$ cat src/rtl/pc_gen.sv
// Program-counter unit for the RV32I fetch stage: holds the PC, runs the
// fetch handshake with instruction memory, takes trap/redirect flushes with
// fixed priority, flags misaligned redirect targets and supports debug halt.
module pc_gen #(
  parameter int unsigned     XLEN         = 32,
  parameter logic [XLEN-1:0] RESET_VECTOR = 32'h0000_0000,
  parameter logic [XLEN-1:0] TRAP_VECTOR  = 32'h0000_0100,
  parameter int unsigned     INC          = 4,
  parameter int unsigned     ALIGN_BITS   = 2
) (
  input  logic            clk,
  input  logic            rst_n,
  input  logic            stall,
  input  logic            req_ready,
  input  logic            redirect_valid,
  input  logic [XLEN-1:0] redirect_pc,
  input  logic            trap_valid,
  input  logic [XLEN-1:0] trap_pc,
  input  logic            halt_req,
  input  logic            resume,
  output logic [XLEN-1:0] pc,
  output logic [XLEN-1:0] pc_next,
  output logic            req_valid,
  output logic            halted,
  output logic            misalign_err,
  output logic [XLEN-1:0] misalign_addr
);

  typedef enum logic [1:0] {
    BOOT = 2'd0,
    RUN  = 2'd1,
    HALT = 2'd2
  } state_t;

  // Mask form keeps ALIGN_BITS=0 legal (no zero-width slice).
  localparam logic [XLEN-1:0] ALIGN_MASK = XLEN'((64'd1 << ALIGN_BITS) - 64'd1);
  localparam logic [XLEN-1:0] INC_W      = XLEN'(INC);

  state_t          state_q, state_d;
  logic [XLEN-1:0] pc_q, pc_d;
  logic            mis_q, mis_d;
  logic [XLEN-1:0] maddr_q, maddr_d;
  logic            misaligned;
  logic            accept;

  assign misaligned = |(redirect_pc & ALIGN_MASK);
  assign req_valid  = (state_q == RUN) && !stall;
  assign accept     = req_valid && req_ready;

  // Next-state / next-PC decode; flushes beat halt, halt beats sequential advance.
  always_comb begin
    state_d = state_q;
    pc_d    = pc_q;
    mis_d   = 1'b0;
    maddr_d = maddr_q;
    unique case (state_q)
      BOOT: state_d = RUN;
      RUN: begin
        if (trap_valid) begin
          pc_d = trap_pc;
        end else if (redirect_valid && !misaligned) begin
          pc_d = redirect_pc;
        end else if (redirect_valid) begin
          pc_d    = TRAP_VECTOR;
          mis_d   = 1'b1;
          maddr_d = redirect_pc;
        end else if (halt_req) begin
          state_d = HALT;
        end else if (accept) begin
          pc_d = pc_q + INC_W;
        end
      end
      HALT: begin
        if (trap_valid) begin
          pc_d    = trap_pc;
          state_d = RUN;
        end else if (resume) begin
          state_d = RUN;
        end
      end
      default: state_d = BOOT;
    endcase
  end

  // State, PC and misalign report registers.
  always_ff @(posedge clk or negedge rst_n) begin
    if (!rst_n) begin
      state_q <= BOOT;
      pc_q    <= RESET_VECTOR;
      mis_q   <= 1'b0;
      maddr_q <= '0;
    end else begin
      state_q <= state_d;
      pc_q    <= pc_d;
      mis_q   <= mis_d;
      maddr_q <= maddr_d;
    end
  end

  assign pc            = pc_q;
  assign pc_next       = pc_d;
  assign halted        = (state_q == HALT);
  assign misalign_err  = mis_q;
  assign misalign_addr = maddr_q;

endmodule
$ cat config.mk
export PLATFORM = sky130hd
export DESIGN_NAME = pc_gen
export DESIGN_NICKNAME = d
export VERILOG_FILES = /design/src/rtl/pc_gen.sv
export SDC_FILE = /design/constraint.sdc
export NUM_CORES = 1
export LEC_CHECK = 0
export ABC_AREA = 1
export BUFFER_PORTS_ARGS = -buffer_cell sky130_fd_sc_hd__buf_2
export CORE_ASPECT_RATIO = 1.25
export CORE_UTILIZATION = 45
export DETAILED_ROUTE_END_ITERATION = 7
export HOLD_SLACK_MARGIN = 0.12
export PLACE_DENSITY = 0.74
export SLEW_MARGIN = 0
export SYNTH_ARGS = -nofsm -noshare
export SYNTH_HDL_FRONTEND = slang
export SYNTH_SLANG_ARGS = --single-unit
$ cat constraint.sdc
create_clock -name clk -period 2.1 [get_ports clk]
set_input_delay 0.105 -clock clk [delete_from_list [all_inputs] [get_ports clk]]
set_output_delay 0.105 -clock clk [all_outputs]
set_load 0.01 [all_outputs]
======== Word-level counts from Yosys, hierarchy flattened ========
Cells that the tools add are included.
word-level totals
  word-level logic and storage cells ...... 41
  input port bits ......................... 72
  bits in registers ....................... 67
  output and inout port bits .............. 99
cells by class
  mux-type cells .......................... 18
  reduce and logical (&&, ||, !) cells .... 9
  $add $sub $neg .......................... 1
  equality and inequality tests ........... 7
  bitwise logic cells ..................... 2
operators by type and width
  kind                                                                   count
  32-bit two-way mux                                                     6
  32-bit case mux with 2 select lines                                    1
  32-bit by 3-bit adder with 32-bit output, second input constant        1
  2-bit two-way mux                                                      6
  2-bit != test, second input constant                                   4
  2-bit case mux with 3 select lines                                     1
  5-bit AND reduction                                                    1
  1-bit two-way mux                                                      4
  4-bit AND reduction                                                    1
  1-bit logical AND                                                      3
  3-bit != test, second input constant                                   1
  2-bit by 1-bit equality test with 1-bit output, second input constant  1
  2-bit equality test, second input constant                             1
  1-bit logical NOT                                                      2
  2-bit logical NOT                                                      1
  1-bit NOT                                                              2
  2-bit OR reduction                                                     1

======== Longest topological paths before layout ========
Gate-level depths: netlist of the first run.
  depth after elaboration ................. 9
  mapped depth ............................ 14
  gate-level depth less buffers ........... 14

======== Worst setup path before layout of the first run ========
Ideal clock, no wire load.
  path type ............................... register to register
  start ................................... reg state_q[1]
  end ..................................... reg pc_q[25], in the netlist pc[25]
  setup slack ............................. 72 ps
  stages on the path, launching flop included .. 13
  data arrival time ....................... 1905 ps
  clock period less this slack ............ 2028 ps
  required time ........................... 1978 ps
  library setup time ...................... 122 ps
  buffers on the path ..................... 0
  path through ............................ dfrtp_1 inv_1 ha_1 inv_2 nor2_4 nand3_4 nor2_8 nand2_1 o21ai_1 nand3_1 o211ai_1 nand2_1 a21oi_1
on the way
  word-level cells in the longest chain between the ends .. 9
  elaborated cells between the ends (all ways) .. 10
  those cells by class .................... 2 x eq/ne; 6 x mux; 2 x reduce/logical
ends and longest elaborated chain
  element                                         line  source
  start, declared                                 39    state_t state_q, state_d;
  start signal, assigned                          93    state_q <= state_d;
  2-bit by 1-bit equality test with 1-bit output  47    assign req_valid = (state_q == RUN) && !stall;
  1-bit logical AND                               47
  net req_valid                                   23    output logic req_valid,
  1-bit logical AND                               48    assign accept = req_valid && req_ready;
  32-bit two-way mux                              69    end else if (accept) begin
  32-bit two-way mux                              67    end else if (halt_req) begin
  32-bit two-way mux                              63    end else if (redirect_valid) begin
  32-bit two-way mux                              61    end else if (redirect_valid && !misaligned) begin
  32-bit two-way mux                              59    if (trap_valid) begin
  32-bit case mux with 2 select lines             56    unique case (state_q)
  net pc_next[25]                                 22    output logic [XLEN-1:0] pc_next,
  end signal, assigned                            94    pc_q <= pc_d;
  end, declared                                   40    logic [XLEN-1:0] pc_q, pc_d;
The timed path passes the listed nets, and every way through them passes these cells.
A chain may end at the register's enable or synchronous reset.

======== Final worst setup path of the first run ========
  start ................................... reg pc_q[5], in the netlist pc[5]
  end ..................................... out pc_next[11]
on the way
  word-level cells in the longest chain between the ends .. 7
ends and longest elaborated chain
  element                                   line  source
  32-bit by 3-bit adder with 32-bit output  70    pc_d = pc_q + INC_W;
  32-bit two-way mux                        69
  32-bit two-way mux                        67
  32-bit two-way mux                        63
  32-bit two-way mux                        61
  32-bit two-way mux                        59
  32-bit case mux with 2 select lines       56
  end, declared                             22
Every way passes these cells.

==> run_results.csv, run 1 <==
group,metric,value,unit
timing,max_clock_freq,410.4,MHz
outcome,run_status,"complete, but fails checks",
floorplan,die_height,114.4,um
power_and_ir_drop,leakagePower,3.808,nW
yosys,async_reset_ff_frac,1.000,
timing,post-route-worst-setup-slack,-0.3367,ns
global_route,groute.layer.met3.usage,0.05843,
cts,cts.htree.levels,3,
timing,worst_pin_slew,0.7210,ns
global_route,via_count_of_the_first_global_routing_pass,5912,
finish,antenna_cells,0,
finish,layout_common_cells,"sky130_fd_sc_hd__nand2_1 (200), sky130_fd_sc_hd__buf_2 (170), sky130_fd_sc_hd__buf_4 (84), sky130_fd_sc_hd__inv_1 (63), sky130_fd_sc_hd__dfrtp_1 (63)",
yosys,synth_cell_type_count,30,
global_route,overall_global_routing_usage,0.3547,
cts,cts_buffer_depth,2,
setup_path,worst_setup_startpoint,"pc[5]",
route,route.vias.total,6341,
global_route,grt.overflow.total,0,
place,dpl_ws,-0.03003,ns
yosys,main_combinational_cell_family_by_area_after_synthesis,"simple AND/OR/NAND/NOR gates",
yosys,number_of_register_bits_inferred_by_synthesis,67,
route,route.detailed.wl_per_inst,18.09,um
timing,hold_viol,0,
setup_path,worst_path_largest_cell_delay,0.47,ns
global_route,grt_most_used_layer,"met2",
setup_path,crit_slowest_cell,"sky130_fd_sc_hd__dfrtp_1",
yosys,synth.yosys.warnings,0,
setup_path,crit_path_cell_trace,"nand2_2 -> nor2_2 -> nand2_4 -> buf_6 -> nor2_4 -> buf_6 -> nand2_2 -> o211ai_1 -> nand2_1 -> nand2_1 -> a22oi_2 -> buf_2",
place,place_congestion,0.9676,
global_route,met1_usage,0.4129,
job,timing.max_cap.violations,0,
route,detailedRoute.firstIterationViolations,671,
setup_path,worstReg2RegStart,"pc[5]",
route,drc,0,
finish,final_nets,1054,
yosys,synth_fa_ha_area_frac,0.01652,
cts,cts_made_buffers,9,
cts,cts_tree,"yes",
yosys,syn_area_per_cell,6.567,um2
setup_path,worstPathMaxFanout,5,
place,numPlacedInstances,1012,
setup_path,timing.setup.critical_path_class,"flop to output pin",
yosys,share_of_synthesized_area_spent_on_multiplexers,0,
yosys,synthesis.nets,770,
cts,clk_latency,0.34,ns
power_and_ir_drop,power_density,1638,nW/um2
yosys,post_synth_inst_count,692,
timing,min_period_over_period,1.160,
route,via_per_inst,5.728,
timing,grt_setup_unrepaired,"yes",
floorplan,dieWidth,91.88,um
yosys,synth_area,4544,um2
global_route,grt_use_met2,0.6109,
place,dp_hpwl,12400,um
timing,final_setup_viols,32,
route,ant_nets,0,
setup_path,critical_path_arrival,2.33,ns
timing,fin_crit,2.437,ns
floorplan,start_util,0.4680,
place,postPlaceCellArea,5849,um2
timing,fin_worst_hold_slack,0.1273,ns
setup_path,reg2reg_slack,-0.04,ns
cts,clock_transition_at_the_registers_of_the_reported_paths,0.05,ns
finish,stdcell_count,1107,
yosys,yosys_most_used_dff,"sky130_fd_sc_hd__dfrtp_1",
setup_path,critPathLaunchType,"flop",
place,port_buffers,170,
yosys,synth_edf_count,0,
finish,drive_above_1_share,0.4230,
cts,root_buffer,"sky130_fd_sc_hd__clkbuf_16",
outcome,failing_checks,"negative setup slack",
timing,slew-limit-headroom,0.5186,
cts,clkSinkCount,67,
global_route,first_pass_grt_wire_length,29010,um
route,postRouteWirelength,20030,um
worst_hold_path,worst_hold_startpoint,"redirect_pc[28]",
floorplan,row_count,40,
yosys,synth_xor_area_frac,0.003855,
global_route,grt_start_max_net_pins,49,
floorplan,floorplan.core_area,9709,um2
yosys,synth-seq-area-share,0.3689,
worst_hold_path,hp-class,"input pin to flop",
timing,timing.clock.skew,0.007627,ns
timing,slew_violations,0,
yosys,post_synth_and_or_nand_nor_area_fraction,0.3406,
global_route,antenna_found_initial,0,
setup_path,required_worst_endpoint,2.00,ns
route,drt-pass1-iter-count,5,
floorplan,top_level_ports,171,
floorplan,die_area,10510,um2
finish,mostFrequentLayoutCell,"sky130_fd_sc_hd__nand2_1",
finish,final_cell_area,7456,um2
yosys,synth_compound_area_frac,0.1823,
power_and_ir_drop,peakVddDrop,0.001187,V
finish,synthToLayoutAreaGrowth,64.07,%
setup_path,setup.worst_path.end_class,"output pin",
## metrics by stage
stage                       util  total power, mW  setup TNS [ns]
final                     0.7679            12.21          -6.693
after global routing      0.7679            12.86          -10.24
after CTS                 0.7260            11.12          -4.345
after detailed placement  0.6024            8.272        -0.03459
after global placement    0.6024            8.129               0
after floorplan                -            5.614               0
## synthesized netlist by cell type (all sizes together), types with 2 or more instances
cell	instances	area [um2]
clkbuf	20	75.07
buf	10	46.29
nor2	62	269.0
nand4	9	56.30
nand2	223	837.1
ha	6	75.07
nor3	10	55.05
a22oi	14	105.1
dfrtp	67	1677
o221ai	2	17.52
xor2	2	17.52
a311oi	2	17.52
o21ai	68	340.3
inv	73	274.0
nand3	57	302.8
o211ai	10	75.07
a21oi	53	265.3
## registers in the layout, indices dropped and copies added, names as in the netlist
name and flops:
misalign_addr 32, misalign_err 1, pc 32, state_q 2
## power breakdown
| group | switching, mW | internal (mW) | total (mW) |
|---|---|---|---|
| Clock | 0.580 | 0.915 | 1.49 |
| Combinational | 4.63 | 3.59 | 8.22 |
| Sequential | 0.540 | 1.96 | 2.50 |
## worst paths after layout
kind	cells after the start	endpoint
worst max-delay path	12	pc_next[11]
worst min register to register	2	misalign_addr[10]
min in group asynchronous	2	misalign_addr[17]
worst max register to register	15	pc[17]
worst min-delay path	3	misalign_addr[28]
max in group asynchronous	3	pc[9]
## layout make-up
cell class / instances / area (um2)
Fill cell: 748 / 2253
Tap cell: 126 / 157.7
Inverter: 74 / 290.3
Sequential cell: 67 / 1682
Clock buffer: 11 / 232.7
Timing Repair Buffer: 302 / 2036
Multi-Input combinational cell: 522 / 3004
Clock inverter: 5 / 53.80
## kinds of logic (layout without fill, tap and decap cells)
group | count (synthesis) | in the layout
AO/OA/AOI/OAI | 150 | 150
XOR/XNOR | 2 | 2
adder cells (fa/ha/maj) | 6 | 6
buffers and inverters | 104 | 392
flip-flops | 67 | 67
AND/OR/NAND/NOR | 363 | 364
## layer usage
| layer | up-vias | wire (um) |
|---|---|---|
| met4 | 0 | 1145 |
| met1 | 2960 | 7432 |
| met2 | 436 | 9743 |
| li1 | 2846 | - |
| met5 | - | 0 |
| met3 | 99 | 1703 |
## worst max-delay path: cells and delay by family, from the launching register on
| family | cells | cell delay [ns] |
|---|---|---|
| AND/OR/NAND/NOR | 7 | 0.80 |
| AO/OA/AOI/OAI | 2 | 0.28 |
| buffers and inverters | 3 | 0.43 |
| flip-flops | 1 | 0.47 |
## repair_timing
| action | in CTS | in global routing |
|---|---|---|
| gates resized for setup | 94 | 76 |
| hold buffers | 32 | 0 |
| setup buffers | 29 | 21 |
| pin swaps | 21 | 46 |
| endpoints found under the setup margin | 31 | 38 |
| cloned | 2 | 2 |
| hold endpoints to repair | 47 | 0 |
Note: power is estimated with default switching activity, not from simulation.
==> run 2, diff against run 1 <==
SKIP_LAST_GASP = 1   (was unset)
==> run_results.csv, run 2 (synthesized netlist as in run 1, its figures left out) <==
group,metric,value,unit
floorplan,floorplan.core_area,9709,um2
cts,clk_latency,0.34,ns
setup_path,worst_path_dominant_cell_family,"simple AND/OR/NAND/NOR gates",
setup_path,crit_buf_inv,4,
setup_path,worst_path_largest_cell_delay,0.39,ns
route,drc,0,
cts,root_buffer,"sky130_fd_sc_hd__clkbuf_16",
route,detailedRoute.firstIterationViolations,610,
outcome,failing_checks,"negative setup slack",
timing,min_period_over_period,1.155,
timing,slew_violations,0,
setup_path,required_worst_endpoint,2.00,ns
global_route,first_pass_grt_wire_length,28600,um
setup_path,crit_path_cell_trace,"inv_2 -> ha_4 -> buf_4 -> nand3_4 -> nor2_4 -> nand2_2 -> nor2_2 -> nand2_1 -> nand2_1 -> inv_2 -> o21ai_2 -> nand2_1 -> a22oi_2 -> buf_2",
timing,fin_crit,2.426,ns
floorplan,dieWidth,91.88,um
setup_path,setup.worst_path.end_class,"output pin",
timing,max_clock_freq,412.1,MHz
cts,cts_buffer_depth,2,
setup_path,worst_path_most_repeated_cell,"sky130_fd_sc_hd__nand2_1",
timing,hold_viol,0,
floorplan,die_height,114.4,um
timing,post-route-worst-setup-slack,-0.3264,ns
cts,cts.htree.levels,3,
route,via_per_inst,5.591,
cts,cts_tree,"yes",
place,dpl_ws,-0.03003,ns
setup_path,worstPathMaxFanout,5,
global_route,grt.overflow.total,0,
finish,mostFrequentLayoutCell,"sky130_fd_sc_hd__nand2_1",
cts,clkSinkCount,67,
cts,clock_transition_at_the_registers_of_the_reported_paths,0.06,ns
global_route,grt_start_max_net_pins,49,
finish,synthToLayoutAreaGrowth,60.55,%
route,ant_nets,0,
route,drt-pass1-iter-count,6,
global_route,via_count_of_the_first_global_routing_pass,5846,
place,place_congestion,0.9676,
worst_hold_path,min_path_cells,3,
finish,drive_above_1_share,0.3957,
finish,antenna_cells,0,
floorplan,top_level_ports,171,
floorplan,row_count,40,
finish,final_nets,1051,
setup_path,critPathLaunchType,"flop",
floorplan,die_area,10510,um2
route,postRouteWirelength,18900,um
timing,grt_setup_unrepaired,"yes",
place,port_buffers,170,
route,route.vias.total,6172,
floorplan,start_util,0.4680,
global_route,antenna_found_initial,0,
job,timing.max_cap.violations,0,
power_and_ir_drop,peakVddDrop,0.001147,V
cts,cts_made_buffers,9,
timing,slew-limit-headroom,0.5289,
setup_path,rr_worst_depth,16,
route,route.detailed.wl_per_inst,17.12,um
timing,fin_setup_tns,-6.967,ns
timing,worst_pin_slew,0.7056,ns
global_route,overall_global_routing_usage,0.3492,
outcome,run_status,"complete, but fails checks",
setup_path,crit_slowest_cell,"sky130_fd_sc_hd__dfrtp_1",
timing,timing.clock.skew,0.008782,ns
setup_path,critical_path_arrival,2.32,ns
finish,layout_common_cells,"sky130_fd_sc_hd__nand2_1 (211), sky130_fd_sc_hd__buf_2 (170), sky130_fd_sc_hd__buf_4 (87), sky130_fd_sc_hd__inv_1 (64), sky130_fd_sc_hd__dfrtp_1 (64)",
setup_path,timing.setup.critical_path_class,"flop to output pin",
worst_hold_path,hp-class,"input pin to flop",
power_and_ir_drop,leakagePower,3.755,nW
place,dp_hpwl,12400,um
finish,finalCoreUtilization,0.7514,
setup_path,cp.depth,14,
timing,final_setup_viols,32,
power_and_ir_drop,power_density,1628,nW/um2
run 2: cell types whose count changed in the layout (fill, tap and decap cells not counted), sizes merged:
cell | previous run | this run
buf | 268 | 266
clkbuf | 13 | 12
run 2: cell type report:
cell class | count | area (um2)
fillers | 776 | 2414
flip-flops and latches | 67 | 1680
well taps | 126 | 157.7
inverters | 74 | 287.8
clock buffers | 11 | 232.7
repair buffers | 299 | 1984
clock inverters | 5 | 53.80
multi-input cells | 522 | 2899
run 2: repair_timing:
action | in CTS | in global routing
pin swaps | 21 | 32
setup endpoints to repair | 31 | 38
resized for setup | 85 | 46
cloned | 2 | 1
hold endpoints to repair | 47 | 0
hold buffers | 32 | 0
buffers inserted | 29 | 16
run 2: per-layer routing:
metal	part of all wire	track usage	vias to the layer above	wire length (um)
li1	-	-	2843	-
met1	0.38	0.4146	2864	7112
met2	0.49	0.5985	394	9249
met3	0.086	0.05378	71	1631
met4	0.048	0.2031	0	904
met5	0	0	-	0
run 2: worst paths after layout:
path                              startpoint                 to  slack (ns)
max                               state_q[1]        pc_next[24]       -0.33
min                          redirect_pc[28]  misalign_addr[28]        0.13
max reg2reg                       state_q[1]              pc[3]       -0.18
min reg2reg                misalign_addr[10]  misalign_addr[10]        0.47
max in group asynchronous              rst_n              pc[9]        1.15
min in group asynchronous              rst_n  misalign_addr[17]        0.24
run 2: per-stage QoR:
step | std cells | area, um2 | power (mW) | hold slack (ns)
final | 1104 | 7296 | 11.88 | 0.1260
after detailed placement | 1012 | 5849 | 8.272 | 0.05368
after CTS | 1090 | 7024 | 11.06 | 0.1216
after floorplan | 692 | 4544 | 5.614 | -0.1906
after global routing | 1104 | 7296 | 12.59 | 0.1532
after global placement | 1012 | 5849 | 8.129 | 0.04328
run 2: worst reg2reg max path, delay by kind of cell (launching register included):
family          cells  cell delay [ns]
buf+inv             8             0.84
compound gates      4             0.50
flops               1             0.39
simple gates        3             0.36
fa+ha+maj           1             0.16
run 2: where the power goes:
part | total [mW] | switching (mW) | leakage [nW] | internal [mW]
clock network | 1.49 | 0.574 | 0.143 | 0.915
registers | 2.47 | 0.518 | 0.822 | 1.95
logic | 7.92 | 4.43 | 2.79 | 3.49
==> run 3, diff against run 2 <==
CTS_BUF_LIST = sky130_fd_sc_hd__clkbuf_8   (was unset)
HOLD_SLACK_MARGIN = 0.05   (was 0.12)
==> run_results.csv, run 3 (synthesized netlist as in run 1, its figures left out) <==
group,metric,value,unit
global_route,first_pass_grt_wire_length,29070,um
worst_hold_path,worst_hold_startpoint,"redirect_pc[6]",
timing,grt_setup_unrepaired,"yes",
timing,final_setup_viols,34,
worst_hold_path,hold_end,"misalign_addr[6]",
setup_path,rr_endpoint,"pc[3]",
place,dp_hpwl,12400,um
global_route,overall_global_routing_usage,0.3568,
route,detailedRoute.firstIterationViolations,499,
timing,slew-limit-headroom,0.5233,
setup_path,worstReg2RegStart,"state_q[0]",
finish,mostFrequentLayoutCell,"sky130_fd_sc_hd__nand2_1",
power_and_ir_drop,power_density,1588,nW/um2
power_and_ir_drop,peakVddDrop,0.001260,V
timing,post-route-worst-setup-slack,-0.4204,ns
floorplan,top_level_ports,171,
finish,final_cell_area,7378,um2
cts,cts_made_buffers,9,
cts,root_buffer,"sky130_fd_sc_hd__clkbuf_8",
setup_path,crit_slowest_cell,"sky130_fd_sc_hd__dfrtp_1",
route,ant_nets,0,
setup_path,setup.worst_path.end_class,"output pin",
route,drt-pass1-iter-count,7,
route,route.detailed.wl_per_inst,17.27,um
setup_path,reg2reg_slack,-0.24,ns
timing,hold_viol,0,
floorplan,row_count,40,
worst_hold_path,hp-class,"input pin to flop",
place,place_congestion,0.9676,
job,timing.max_cap.violations,0,
setup_path,worst_path_largest_cell_delay,0.40,ns
timing,slew_violations,0,
timing,min_period_over_period,1.200,
cts,clk_latency,0.37,ns
route,postRouteWirelength,19200,um
finish,synthToLayoutAreaGrowth,62.36,%
outcome,failing_checks,"negative setup slack",
finish,drive_above_1_share,0.4199,
route,drc,0,
place,postPlaceCellArea,5849,um2
floorplan,start_util,0.4680,
worst_hold_path,min_path_cells,3,
setup_path,worstPathMaxFanout,5,
cts,clock_transition_at_the_registers_of_the_reported_paths,0.07,ns
finish,antenna_cells,0,
cts,cts.htree.levels,3,
power_and_ir_drop,fin_total_pwr,11.72,mW
floorplan,floorplan.core_area,9709,um2
cts,cts_buffer_depth,2,
floorplan,die_area,10510,um2
finish,final_nets,1059,
global_route,antenna_found_initial,0,
cts,clkSinkCount,67,
place,port_buffers,170,
power_and_ir_drop,leakagePower,3.852,nW
setup_path,critPathLaunchType,"flop",
timing,timing.clock.skew,0.01212,ns
route,route.vias.total,6184,
setup_path,crit_path_cell_trace,"inv_2 -> ha_4 -> buf_4 -> nand3_4 -> nor2_4 -> buf_6 -> nand3_2 -> nand3_2 -> o211ai_1 -> a21oi_1 -> nor2_1 -> a21oi_2 -> buf_2",
global_route,grt.overflow.total,0,
setup_path,required_worst_endpoint,2.00,ns
global_route,via_count_of_the_first_global_routing_pass,5901,
timing,fin_crit,2.520,ns
setup_path,worst_path_dominant_cell_family,"buffers and inverters",
timing,worst_pin_slew,0.7140,ns
setup_path,critical_path_arrival,2.42,ns
outcome,run_status,"complete, but fails checks",
route,via_per_inst,5.561,
setup_path,worst_path_most_repeated_cell,"sky130_fd_sc_hd__nand3_2",
global_route,grt_start_max_net_pins,49,
setup_path,rr_worst_depth,14,
setup_path,crit_buf_inv,4,
setup_path,timing.setup.critical_path_class,"flop to output pin",
cts,cts_tree,"yes",
finish,layout_common_cells,"sky130_fd_sc_hd__nand2_1 (202), sky130_fd_sc_hd__buf_2 (170), sky130_fd_sc_hd__buf_4 (92), sky130_fd_sc_hd__inv_1 (65), sky130_fd_sc_hd__dfrtp_1 (65)",
floorplan,die_height,114.4,um
timing,max_clock_freq,396.8,MHz
floorplan,dieWidth,91.88,um
==> run 3: cell count changes in the layout (fill, tap and decap cells not counted), moves of 3 or more <==
cell                            before  now
sky130_fd_sc_hd__dlygate4sd3_1      32   27
sky130_fd_sc_hd__buf_4              87   92
sky130_fd_sc_hd__nand3_1            46   39
sky130_fd_sc_hd__clkbuf_8            0    9
sky130_fd_sc_hd__buf_6               6   13
sky130_fd_sc_hd__clkbuf_16          10    0
sky130_fd_sc_hd__nand2_2            10   16
sky130_fd_sc_hd__nor2_2             10    6
sky130_fd_sc_hd__nand2_1           211  202
sky130_fd_sc_hd__nand3_2             7   14
sky130_fd_sc_hd__nand2_4             2    5
sky130_fd_sc_hd__o21ai_0            46   43
sky130_fd_sc_hd__o21ai_1            15   19
==> run 3: worst max path at each step <==
stage                     slack [ns]     endpoint  startpoint  cells past startpoint
after floorplan                 0.07       pc[25]  state_q[1]                     12
after CTS                      -0.26  pc_next[29]  state_q[1]                     15
final                          -0.42   pc_next[8]  state_q[1]                     13
after global routing           -0.55   pc_next[5]  state_q[1]                     15
after detailed placement       -0.03  pc_next[28]  state_q[1]                     12
after global placement         0.005  pc_next[28]  state_q[1]                     12
==> run 3: power breakdown <==
group          leakage (nW)  switching, mW  internal (mW)  total [mW]
sequential            0.823          0.510           1.95        2.46
combinational          2.92           4.52           3.67        8.19
clock                 0.105          0.535          0.535        1.07
total                  3.85           5.56           6.16        11.7
==> run 3: layer usage <==
layer  part of all wire  wire, um  global-route usage
met5                  0         0                   0
met4              0.049       943              0.2125
met3              0.079      1510             0.05046
met2               0.49      9379              0.6144
met1               0.38      7366              0.4218
==> run 3: area by class of cell <==
type | instances | area [um2]
clock inverter | 7 | 61.31
clock buffer | 9 | 123.9
inverter | 74 | 290.3
multi-input combinational | 522 | 2983
fill | 751 | 2331
sequential | 67 | 1679
tap | 126 | 157.7
timing repair buffer | 307 | 2083
==> run 3: timing repair <==
item                       4_1_cts  5_1_grt
setup endpoints to repair       32       38
pin swaps                       28       48
gates resized for setup        101       64
hold buffers                    26        1
hold endpoints to repair        41        1
gates cloned                     3        0
buffers inserted                42       21
==> run 3: stage by stage <==
| step | hold slack, ns | setup slack, ns | setup TNS, ns | std cells | utilization |
|---|---|---|---|---|---|
| floorplan | -0.1906 | 0.07231 | 0 | 692 | - |
| global placement | 0.04328 | 0.004550 | 0 | 1012 | 0.6024 |
| detailed placement | 0.05368 | -0.03003 | -0.03459 | 1012 | 0.6024 |
| CTS | 0.05301 | -0.2606 | -6.576 | 1098 | 0.7272 |
| global route | 0.1087 | -0.5469 | -13.61 | 1112 | 0.7599 |
| finish | 0.05953 | -0.4204 | -9.829 | 1112 | 0.7599 |
==> run 3: worst min-delay path: cells and delay by family <==
kind	cells	cell delay, ns
compound gates	1	0.10
buf+inv	2	0.16
